--- src/rtl/fp_wb_pkg.sv ---
// Shared widths and enumerations for the FP register-file write-back arbiter.
package fp_wb_pkg;

    localparam int unsigned AW    = 5;
    localparam int unsigned DW    = 32;
    localparam int unsigned NREG  = 1 << AW;
    localparam int unsigned AGE_W = 4;

    typedef enum logic [1:0] {
        REQ_ALU,
        REQ_DIV,
        REQ_LD
    } req_id_e;

    typedef enum logic {
        RUN,
        DRAIN
    } wb_state_e;

endpackage

--- src/rtl/fp_scoreboard.sv ---
// Pending-write scoreboard: one busy bit per FP register, four combinational read ports.
module fp_scoreboard
    import fp_wb_pkg::*;
(
    input  logic            clock,
    input  logic            reset,
    input  logic            set_en,
    input  logic [AW-1:0]   set_addr,
    input  logic            clr_en,
    input  logic [AW-1:0]   clr_addr,
    input  logic [AW-1:0]   rs1_addr,
    input  logic [AW-1:0]   rs2_addr,
    input  logic [AW-1:0]   rs3_addr,
    input  logic [AW-1:0]   rd_addr,
    output logic            rs1_busy,
    output logic            rs2_busy,
    output logic            rs3_busy,
    output logic            rd_busy,
    output logic [NREG-1:0] busy
);

    // Set on issue, clear on RF commit; a same-edge set overrides the clear. f0 never tracked.
    always_ff @(posedge clock or posedge reset) begin
        if (reset) begin
            busy <= '0;
        end else begin
            for (int unsigned r = 1; r < NREG; r++) begin
                if (set_en && set_addr == AW'(r)) begin
                    busy[r] <= 1'b1;
                end else if (clr_en && clr_addr == AW'(r)) begin
                    busy[r] <= 1'b0;
                end
            end
        end
    end

    assign rs1_busy = busy[rs1_addr];
    assign rs2_busy = busy[rs2_addr];
    assign rs3_busy = busy[rs3_addr];
    assign rd_busy  = busy[rd_addr];

endmodule

--- src/rtl/freg_wb_arbiter.sv ---
// FP register-file write-port arbiter: FPU pipe priority, div/load round-robin,
// starvation throttle on issue, and RAW/WAW issue stall from the scoreboard.
module freg_wb_arbiter
    import fp_wb_pkg::*;
#(
    parameter int unsigned STARVE_LIMIT = 4
) (
    input  logic          clock,
    input  logic          reset,
    input  logic          iss_valid,
    input  logic [AW-1:0] iss_rd,
    input  logic [AW-1:0] iss_rs1,
    input  logic [AW-1:0] iss_rs2,
    input  logic [AW-1:0] iss_rs3,
    input  logic          iss_uses_rs3,
    input  logic          iss_writes_fp,
    output logic          iss_stall,
    input  logic          alu_valid,
    input  logic [AW-1:0] alu_rd,
    input  logic [DW-1:0] alu_data,
    input  logic          div_valid,
    input  logic [AW-1:0] div_rd,
    input  logic [DW-1:0] div_data,
    output logic          div_ready,
    input  logic          ld_valid,
    input  logic [AW-1:0] ld_rd,
    input  logic [DW-1:0] ld_data,
    output logic          ld_ready,
    output logic          rf_we,
    output logic [AW-1:0] rf_wa,
    output logic [DW-1:0] rf_wd
);

    localparam logic [AGE_W-1:0] STARVE_AGE = AGE_W'(STARVE_LIMIT);
    localparam logic [AGE_W-1:0] AGE_MAX    = '1;

    req_id_e          rr_ptr;
    req_id_e          gnt_src;
    logic             gnt_any;
    logic [AW-1:0]    gnt_rd;
    logic [DW-1:0]    gnt_data;
    logic [AGE_W-1:0] age_div, age_ld, age_div_nx, age_ld_nx;
    wb_state_e        state, state_nx;
    logic             starving;
    logic             rs1_busy, rs2_busy, rs3_busy, rd_busy;
    logic             sb_set;
    logic [NREG-1:0]  busy_vec;

    fp_scoreboard u_sb (
        .clock    (clock),
        .reset    (reset),
        .set_en   (sb_set),
        .set_addr (iss_rd),
        .clr_en   (rf_we),
        .clr_addr (rf_wa),
        .rs1_addr (iss_rs1),
        .rs2_addr (iss_rs2),
        .rs3_addr (iss_rs3),
        .rd_addr  (iss_rd),
        .rs1_busy (rs1_busy),
        .rs2_busy (rs2_busy),
        .rs3_busy (rs3_busy),
        .rd_busy  (rd_busy),
        .busy     (busy_vec)
    );

    // Grant: FPU pipe unconditionally, else div/ld with rr_ptr breaking the tie.
    always_comb begin
        div_ready = 1'b0;
        ld_ready  = 1'b0;
        gnt_src   = REQ_ALU;
        gnt_any   = alu_valid;
        if (!alu_valid) begin
            if (div_valid && (!ld_valid || rr_ptr == REQ_DIV)) begin
                div_ready = 1'b1;
                gnt_src   = REQ_DIV;
                gnt_any   = 1'b1;
            end else if (ld_valid) begin
                ld_ready  = 1'b1;
                gnt_src   = REQ_LD;
                gnt_any   = 1'b1;
            end
        end
    end

    // Write-data mux for the winning requester.
    always_comb begin
        gnt_rd   = alu_rd;
        gnt_data = alu_data;
        case (gnt_src)
            REQ_DIV: begin gnt_rd = div_rd; gnt_data = div_data; end
            REQ_LD:  begin gnt_rd = ld_rd;  gnt_data = ld_data;  end
            default: ;
        endcase
    end

    // Wait ages: count while requesting without grant, saturate, clear otherwise.
    always_comb begin
        age_div_nx = '0;
        age_ld_nx  = '0;
        if (div_valid && !div_ready) begin
            age_div_nx = (age_div == AGE_MAX) ? age_div : age_div + 1'b1;
        end
        if (ld_valid && !ld_ready) begin
            age_ld_nx = (age_ld == AGE_MAX) ? age_ld : age_ld + 1'b1;
        end
    end

    // Throttle FSM: judged on next-cycle ages, so DRAIN starts at the edge a requester
    // hits the limit and ends once every starving requester has been granted.
    always_comb begin
        state_nx = state;
        starving = (age_div_nx >= STARVE_AGE) || (age_ld_nx >= STARVE_AGE);
        case (state)
            RUN:     if (starving)  state_nx = DRAIN;
            DRAIN:   if (!starving) state_nx = RUN;
            default: state_nx = RUN;
        endcase
    end

    // Issue hazard check and scoreboard set request.
    always_comb begin
        iss_stall = iss_valid & (rs1_busy | rs2_busy | (iss_uses_rs3 & rs3_busy)
                               | (iss_writes_fp & rd_busy) | (state == DRAIN));
        sb_set    = iss_valid & ~iss_stall & iss_writes_fp & (iss_rd != '0);
    end

    // Arbiter state: round-robin pointer, ages and throttle state.
    always_ff @(posedge clock or posedge reset) begin
        if (reset) begin
            rr_ptr  <= REQ_DIV;
            age_div <= '0;
            age_ld  <= '0;
            state   <= RUN;
        end else begin
            if (div_ready)     rr_ptr <= REQ_LD;
            else if (ld_ready) rr_ptr <= REQ_DIV;
            age_div <= age_div_nx;
            age_ld  <= age_ld_nx;
            state   <= state_nx;
        end
    end

    // Registered RF write port, one cycle behind the grant.
    always_ff @(posedge clock or posedge reset) begin
        if (reset) begin
            rf_we <= 1'b0;
            rf_wa <= '0;
            rf_wd <= '0;
        end else begin
            rf_we <= gnt_any;
            if (gnt_any) begin
                rf_wa <= gnt_rd;
                rf_wd <= gnt_data;
            end
        end
    end

    a_div_hold: assert property (@(posedge clock) disable iff (reset)
        (div_valid && !div_ready) |=> (div_valid && $stable(div_rd) && $stable(div_data)));

    a_ld_hold: assert property (@(posedge clock) disable iff (reset)
        (ld_valid && !ld_ready) |=> (ld_valid && $stable(ld_rd) && $stable(ld_data)));

    a_alu_busy: assert property (@(posedge clock) disable iff (reset)
        (alu_valid && alu_rd != '0) |-> busy_vec[alu_rd]);

endmodule
--- config.mk ---
export PLATFORM = sky130hd
export DESIGN_NAME = freg_wb_arbiter
export DESIGN_NICKNAME = d
export VERILOG_FILES = /design/src/rtl/fp_wb_pkg.sv /design/src/rtl/fp_scoreboard.sv /design/src/rtl/freg_wb_arbiter.sv
export SDC_FILE = /design/constraint.sdc
export NUM_CORES = 1
export LEC_CHECK = 0
export BUFFER_PORTS_ARGS = -buffer_cell sky130_fd_sc_hd__buf_2
export CORE_ASPECT_RATIO = 1.5
export CORE_MARGIN = 2
export CORE_UTILIZATION = 40
export CTS_CLUSTER_DIAMETER = 30
export DETAILED_ROUTE_END_ITERATION = 8
export PLACE_DENSITY_LB_ADDON = 0.05
export SYNTH_ARGS = -nofsm -noshare
export SYNTH_HDL_FRONTEND = slang
export SYNTH_HIERARCHICAL = 1
export SYNTH_SLANG_ARGS = --single-unit
export TNS_END_PERCENT = 5
--- constraint.sdc ---
create_clock -name clock -period 2.45 [get_ports clock]
set_input_delay 0.245 -clock clock [delete_from_list [all_inputs] [get_ports clock]]
set_output_delay 0.245 -clock clock [all_outputs]
set_load 0.005 [all_outputs]
# == Yosys cells after proc, flatten, opt, wreduce, memory -nomap -nowiden ==
# Index checks and enable logic that the tools add are counted.
# totals
reg_bits,80
input_bits,139
out_inout_bits,41
wordCells,316
# op_classes
addsub,2
n_lt_le_gt_ge,6
eq_ne,67
mux,89
bitwise_logic,11
reduce_logical,103
# ops
cell,n
$eq 5x5->1 const B,32
$eq 5x4->1 const B,16
$mux 1,74
$logic_and 1x1->1,65
$pmux 32 s2,1
$reduce_bool 2->1,32
$eq 5x3->1 const B,8
$lt 5x6->1 const B,4
$bmux 1 s5,4
$eq 5x2->1 const B,4
$mux 4,4
$eq 5x1->1 const B,2
$mux 2,5
$pmux 5 s2,1
$add 4x1->4 const B,2
$eq 4x4->1 const B,2
$ge 4x3->1 const B,2
$and 1x1->1,6
$reduce_bool 5->1,1
$eq 2x1->1 const B,2
$or 1x1->1,4
$logic_not 1->1,3
$eq 2x2->1 const B,1
$logic_or 1x1->1,2
$not 1->1,1

# == Logic depth before layout (Yosys ltp) ==
# Gate-level depths: netlist (run 1).
# logic_depth
word_depth,13
depth_mapped,11
ltp_nobuf,10

# == Cells and area by module ==
# The synthesis (run 1) kept the hierarchy.
# by_module_without_submodules
mod,n_inst,cells_per_inst,area_each_um2,seq_area_each_um2
freg_wb_arbiter,1,318,2650.0,1227.4
fp_scoreboard,1,226,2506.2,775.7

# == Least setup slack after synthesis (run 1) ==
# No wires, ideal clock.
# synth_timing
kind,input port to flip-flop
startpoint,in iss_rs2[1]
endpoint,reg u_sb.busy[18]
setup_ns,0.083
arrival_ns,2.662
required_ns,2.367
setup_slack_ns,-0.294
path_stages,11
path_buffers,1
path_cell_list,buf_6 mux4_1 nand4_1 nand4_1 or4_1 nor3_1 nand2_1 nor3_1 nor2b_1 nand3_1 o21ai_0
# synth_between
elab_chain_len,13
word_cells_on_any_way,14
classes_between,mux: 3; bitwise: 9; reduce/logical: 2
# synth_lines
item,line,text
"start, declared",freg_wb_arbiter.sv:13,"input logic [AW-1:0] iss_rs2,"
$bmux 1 s5 *,fp_scoreboard.sv:38,assign rs2_busy = busy[rs2_addr];
$mux 1 (not written as such) *,fp_scoreboard.sv:38,
via rs2_busy,freg_wb_arbiter.sv:45,"logic rs1_busy, rs2_busy, rs3_busy, rd_busy;"
$or 1x1->1 * (2 in a row),freg_wb_arbiter.sv:123,iss_stall = iss_valid & (rs1_busy | rs2_busy | (iss_uses_rs3 & rs3_busy)
$or 1x1->1 * (2 in a row),freg_wb_arbiter.sv:124,| (iss_writes_fp & rd_busy) | (state == DRAIN));
$and 1x1->1 *,freg_wb_arbiter.sv:123,
$not 1->1 *,freg_wb_arbiter.sv:125,sb_set = iss_valid & ~iss_stall & iss_writes_fp & (iss_rd != '0);
$and 1x1->1 * (3 in a row),freg_wb_arbiter.sv:125,
via sb_set,freg_wb_arbiter.sv:46,logic sb_set;
$logic_and 1x1->1 *,fp_scoreboard.sv:28,if (set_en && set_addr == AW'(r)) begin
$mux 1 or $reduce_bool 2->1 (tied branches),n/a,
"end signal, assigned",fp_scoreboard.sv:25,busy <= '0;
"end signal, assigned by index",fp_scoreboard.sv:29,busy[r] <= 1'b1;
"end signal, assigned by index",fp_scoreboard.sv:31,busy[r] <= 1'b0;
"end, declared",fp_scoreboard.sv:19,output logic [NREG-1:0] busy
# Mark *: on every way through the listed nets, which the timed path passes. The rest lies on a longest branch. The select of a mux whose other input is x is not followed.
# A chain may end at the register's enable or synchronous reset.

# == Worst setup path after layout (run 1) ==
# layout_timing
startpoint,reg u_sb.busy[20]
endpoint,out iss_stall
# layout_between
elab_chain_len,7
word_cells_on_any_way,15
classes_between,mux: 8; bitwise: 7
# layout_lines
item,line,text
$bmux 1 s5,fp_scoreboard.sv:39,assign rs3_busy = busy[rs3_addr];
$mux 1 (not written as such),fp_scoreboard.sv:39,
via rs3_busy,freg_wb_arbiter.sv:45,
$and 1x1->1,freg_wb_arbiter.sv:123,
$or 1x1->1,freg_wb_arbiter.sv:123,
$or 1x1->1 (2 in a row),freg_wb_arbiter.sv:124,
$and 1x1->1,freg_wb_arbiter.sv:123,
"end, declared",freg_wb_arbiter.sv:17,"output logic iss_stall,"
# The timed path passes the listed nets, and every way through them passes these cells. The select of a mux whose other input is x is not followed.

==> results.py, run 1 <==
metrics = {
    "status": {
        "status": "finished with violations",
        "violations": "negative hold slack, negative setup slack",
    },
    "timing": {
        "max_slew.worst_pin.slew_ps": 687.4,
        "rsz0062_at_grt": "yes",
        "period_minus_slack_ps": 2820,
        "setup_viol": 32,
        "finalSetupTns_ps": -7176,
        "relSlewSlack_pct": 54.10,
        "holdWs_ps": -3.032,
        "fmax_mhz": 354.7,
        "worst_slack_ps": -369.5,
        "fin_crit_sh_pct": 115.1,
        "finalClockSkew_ps": 8.111,
        "drv_slew": 0,
        "hold_viol": 1,
    },
    "logic_synthesis": {
        "syn-instance-count": 542,
        "ys_warn_count": 8,
        "syn_avg_cell_area_um2": 9.492,
        "synthesis.nets": 686,
        "synthesis.area_um2": 5145,
    },
    "clock_tree": {
        "cts_buffer_depth": 2,
        "clkTransAtPathRegs_ps": 60,
        "cts_tree": "built",
        "cts-buffers-inserted": 9,
        "cts_root_buf": "clkbuf_16",
        "post_cts_buffers": 0,
        "htreeDepth": 3,
        "holdBufCountCts": 0,
        "cts.sinks": 80,
        "clk_latency_ps": 340,
    },
    "cells_and_area": {
        "final_core_util_pct": 54.74,
        "stdcell_count": 903,
        "nets": 885,
        "area_growth_pct": 33.12,
        "design_area_um2": 6849,
        "fillCellCount": 1215,
        "drive_gt1_share_pct": 40.08,
        "multi_input_area_um2": 2922,
        "final-seq-area_um2": 2024,
    },
    "worst_setup_path": {
        "critPathBufInv": 1,
        "crit_family": "simple AND/OR/NAND/NOR gates",
        "reg2reg_slack_ps": -270,
        "path_max_fanout": 4,
        "cpMaxStageDelayCell": "or4_4",
        "crit_chain": "mux4_2, and4b_1, or4_4, a22oi_2, nand2_2, and2_4, buf_6",
        "end_kind": "output pin",
        "required_ps": 2200,
        "path_class": "flip-flop to output pin",
        "cp_data_arrival_time_ps": 2570,
        "start_kind": "flip-flop",
        "cp_slowest_stage_delay_ps": 540,
    },
    "drt": {
        "drtIter0Drc": 248,
        "firstDrtPassIters": 5,
        "ant_nets": 0,
        "wl_met1_um": 6136,
        "wirelength_um": 16900,
        "wl_per_cell_um": 18.71,
        "met2_length_um": 8701,
        "via_per_inst": 5.577,
        "dr.max_layer_used": "met4",
        "remaining_drc_errors": 0,
        "wl_met3_um": 1064,
        "vias": 5036,
    },
    "die": {
        "io_pins": 180,
        "die-area_um2": 13800,
        "die_w_um": 96.60,
        "die_y_um": 142.9,
        "rows": 50,
        "initial_utilization_pct": 41.12,
        "core_um2": 12510,
    },
    "grt": {
        "grt_antenna_before_repair": 1,
        "overflow": 0,
        "grt_max_degree": 76,
        "grt_usage_pct": 24.91,
        "grt_first_pass_wirelength_um": 26810,
        "grt_pass1_vias": 5022,
    },
    "power": {
        "ir_worst_vdd_uv": 368.4,
        "p_leak_nw": 3.015,
        "p_per_area_nw_per_um2": 861.3,
        "power.total_mw": 5.899,
    },
    "placement": {
        "pre_cts_ws_ps": -543.7,
        "hpwl_um": 13460,
        "place_inst": 886,
        "numPortBuffers": 179,
        "routabilityCongestion": 0.9697,
        "place_area_um2": 6434,
    },
    "worst_hold_path": {
        "hold_path_class": "primary input to async pin",
    },
    "job": {
        "drv_cap": 0,
    },
}
## layout make-up
type / instances / area share, %
multi-input cells: 416 / 42.66
inverters: 11 / 0.6028
well taps: 156 / 2.850
flip-flops and latches: 80 / 29.56
diodes: 1 / 0.03654
repair buffers: 223 / 18.91
clock inverters: 6 / 1.900
clock buffers: 10 / 3.489
## cells in the final DEF (no fill, tap or decap), drive strengths merged, types with 10 or more instances in the layout
cell	instances
a22oi	38
buf	223
clkbuf	10
dfrtp	79
inv	11
mux4	28
nand2	91
nand2b	12
nand3	12
nor2	11
nor2b	10
o21ai	137
## state kept, by name, indices dropped and copies added (netlist names)
register	count
age_div	4
age_ld	4
rf_wa	5
rf_wd	32
rf_we	1
rr_ptr	2
state	1
u_sb/busy	31
## path summary, 6_finish.rpt
kind                                 endpoint  cells after the start          start
worst max-delay path                iss_stall                      7  u_sb/busy[20]
worst min-delay path             u_sb/busy[7]                      3          reset
worst max register to register  u_sb/busy[10]                      9  u_sb/busy[20]
worst min register to register       rf_wd[4]                      2       rf_wd[4]
max in group asynchronous           rf_wd[28]                      3          reset
min in group clock                  rf_wd[10]                      3   alu_data[10]
## report_power, final
part / internal [mW] / total, mW / switching (mW) / leakage, nW
clock: 1.12 / 1.64 / 0.515 / 0.182
combinational: 1.08 / 1.93 / 0.851 / 1.87
sequential: 1.73 / 2.33 / 0.597 / 0.966
## worst min-delay path, cell delays in order
cell	delay [ps]
buf_2	110
inv_1	40
buf_4	350
## metal layers
layer	global-route usage, %	vias up
met4	15.05	0
met2	44.30	245
met3	4.307	36
met5	0	-
met1	27.81	2324
li1	-	2431
## timing repair
action / CTS / global route
pin swaps: 7 / 6
setup endpoints to repair: 32 / 32
gates resized for setup: 40 / 23
hold endpoints to repair: 0 / 0
No activity file was read; power rests on OpenSTA's default activity.
==> run 2, diff against run 1 <==
--- a/config.mk
+++ b/config.mk
@@ -8,7 +8,7 @@
 export BUFFER_PORTS_ARGS = -buffer_cell sky130_fd_sc_hd__buf_2
 export CORE_ASPECT_RATIO = 1.5
 export CORE_MARGIN = 2
-export CORE_UTILIZATION = 40
+export CORE_UTILIZATION = 46
 export CTS_CLUSTER_DIAMETER = 30
 export DETAILED_ROUTE_END_ITERATION = 8
 export PLACE_DENSITY_LB_ADDON = 0.05
==> results.py, run 2 (synthesized netlist as in run 1, its figures left out) <==
metrics = {
    "die": {
        "die_y_um": 133.5,
        "core_um2": 11000,
        "rows": 47,
        "die-area_um2": 12060,
        "io_pins": 180,
        "initial_utilization_pct": 46.79,
        "die_w_um": 90.35,
    },
    "worst_setup_path": {
        "cpMaxStageDelayCell": "or4_4",
        "cp_slowest_stage_delay_ps": 550,
        "required_ps": 2200,
        "critPathBufInv": 1,
        "path_max_fanout": 5,
        "cp_data_arrival_time_ps": 2610,
        "crit_chain": "mux4_2, nand3_1, nand4_1, or4_4, nor3_4, nand2_2, and2_1, buf_2",
        "path_class": "flip-flop to output pin",
        "end_kind": "output pin",
        "crit_family": "simple AND/OR/NAND/NOR gates",
        "start_kind": "flip-flop",
    },
    "timing": {
        "max_slew.worst_pin.slew_ps": 627.0,
        "finalSetupTns_ps": -10640,
        "rsz0062_at_grt": "yes",
        "period_minus_slack_ps": 2854,
        "fin_crit_sh_pct": 116.5,
        "drv_slew": 0,
        "worst_slack_ps": -404.1,
        "fmax_mhz": 350.4,
        "hold_viol": 0,
        "relSlewSlack_pct": 58.20,
        "finalClockSkew_ps": 5.175,
        "setup_viol": 32,
    },
    "placement": {
        "place_area_um2": 6377,
        "place_inst": 876,
        "hpwl_um": 13140,
        "routabilityCongestion": 1.018,
        "numPortBuffers": 179,
        "pre_cts_ws_ps": -537.9,
    },
    "cells_and_area": {
        "drive_gt1_share_pct": 40.11,
        "regMostFlops": "rf_wd",
        "nets": 887,
        "layout_common_cells": "179 x buf_2, 101 x o21ai_0, 88 x nand2_1",
        "diodes": 0,
        "stdcell_count": 895,
        "fillCellCount": 979,
        "design_area_um2": 6787,
        "largest_register_ffs": 32,
        "top_regs": "rf_wd: 32 flops, u_sb/busy: 31 flops, rf_wa: 5 flops",
        "area_growth_pct": 31.91,
        "final_common_cell": "buf_2",
    },
    "power": {
        "ir_worst_vdd_uv": 445.1,
        "p_per_area_nw_per_um2": 838.9,
        "p_leak_nw": 3.003,
        "power.total_mw": 5.693,
    },
    "clock_tree": {
        "cts_tree": "built",
        "cts-buffers-inserted": 9,
        "cts_buffer_depth": 2,
        "clk_latency_ps": 330,
        "clkTransAtPathRegs_ps": 60,
        "cts_root_buf": "clkbuf_16",
        "cts.sinks": 80,
        "htreeDepth": 3,
    },
    "drt": {
        "firstDrtPassIters": 5,
        "drtIter0Drc": 337,
        "vias": 5122,
        "ant_nets": 0,
        "remaining_drc_errors": 0,
        "wl_per_cell_um": 18.67,
        "via_per_inst": 5.723,
        "wirelength_um": 16710,
    },
    "grt": {
        "grt_usage_pct": 28.22,
        "grt_max_degree": 76,
        "grt_first_pass_wirelength_um": 26450,
        "grt_antenna_before_repair": 0,
        "grt_use_met1_pct": 29.28,
        "grt.met2_usage_pct": 49.96,
        "met3_usage_pct": 6.278,
        "overflow": 0,
        "grt_pass1_vias": 5034,
        "grt.busiest_layer": "met2",
    },
    "worst_hold_path": {
        "hold_path_class": "primary input to flip-flop",
    },
    "status": {
        "status": "finished with violations",
        "violations": "negative setup slack",
    },
    "job": {
        "drv_cap": 0,
    },
}
[run 2: worst paths after layout]
kind	startpoint	endpoint	slack, ps	cells after the start
hold / removal	alu_data[10]	rf_wd[10]	190	3
setup / recovery	u_sb/busy[30]	iss_stall	-400	8
hold reg to reg	rf_wd[26]	rf_wd[26]	470	2
min in group asynchronous	reset	age_div[1]	520	3
max in group asynchronous	reset	rf_we	1350	4
setup reg to reg	u_sb/busy[30]	u_sb/busy[28]	-390	10
[run 2: metal layers]
layer  up-vias  wire (um)
met5         -          0
met4         0       1218
met3        66       1061
met2       265       8710
met1      2359       5724
li1       2432          -
[run 2: area by class of cell]
cell class                      count  area, um^2  share of cell area, %
Clock buffer                       10       239.0                  3.521
Clock inverter                      6       82.58                  1.217
Inverter                           11       41.29                 0.6084
Multi-Input combinational cell    416        2947                  43.42
Sequential cell                    80        2024                  29.83
Tap cell                          147       183.9                  2.710
Timing Repair Buffer              225        1269                  18.69
[run 2: stage by stage]
| stage | util (%) | hold WS [ps] |
|---|---|---|
| final | 61.71 | 191.6 |
| after CTS | 61.34 | 183.0 |
| after global placement | 57.99 | 323.5 |
| after detailed placement | 57.99 | 330.7 |
| after global routing | 61.71 | 202.0 |
| after floorplan | - | 348.5 |
[run 2: what timing repair did]
action / 4_1_cts / 5_1_grt
pin swaps: 2 / 10
endpoints found under the setup margin: 32 / 32
gates resized for setup: 26 / 36
buffers inserted: 1 / 1
hold endpoints to repair: 21 / 0
hold buffers: 1 / 0
[run 2: worst min-delay path, stage by stage]
cell     delay [ps]
buf_2            70
o21ai_0          60
o21ai_1         100
[run 2: power breakdown]
part           leakage, nW  switching (mW)  internal [mW]
clock                0.158           0.512          0.914
sequential           0.966           0.569           1.73
combinational         1.88           0.872           1.09
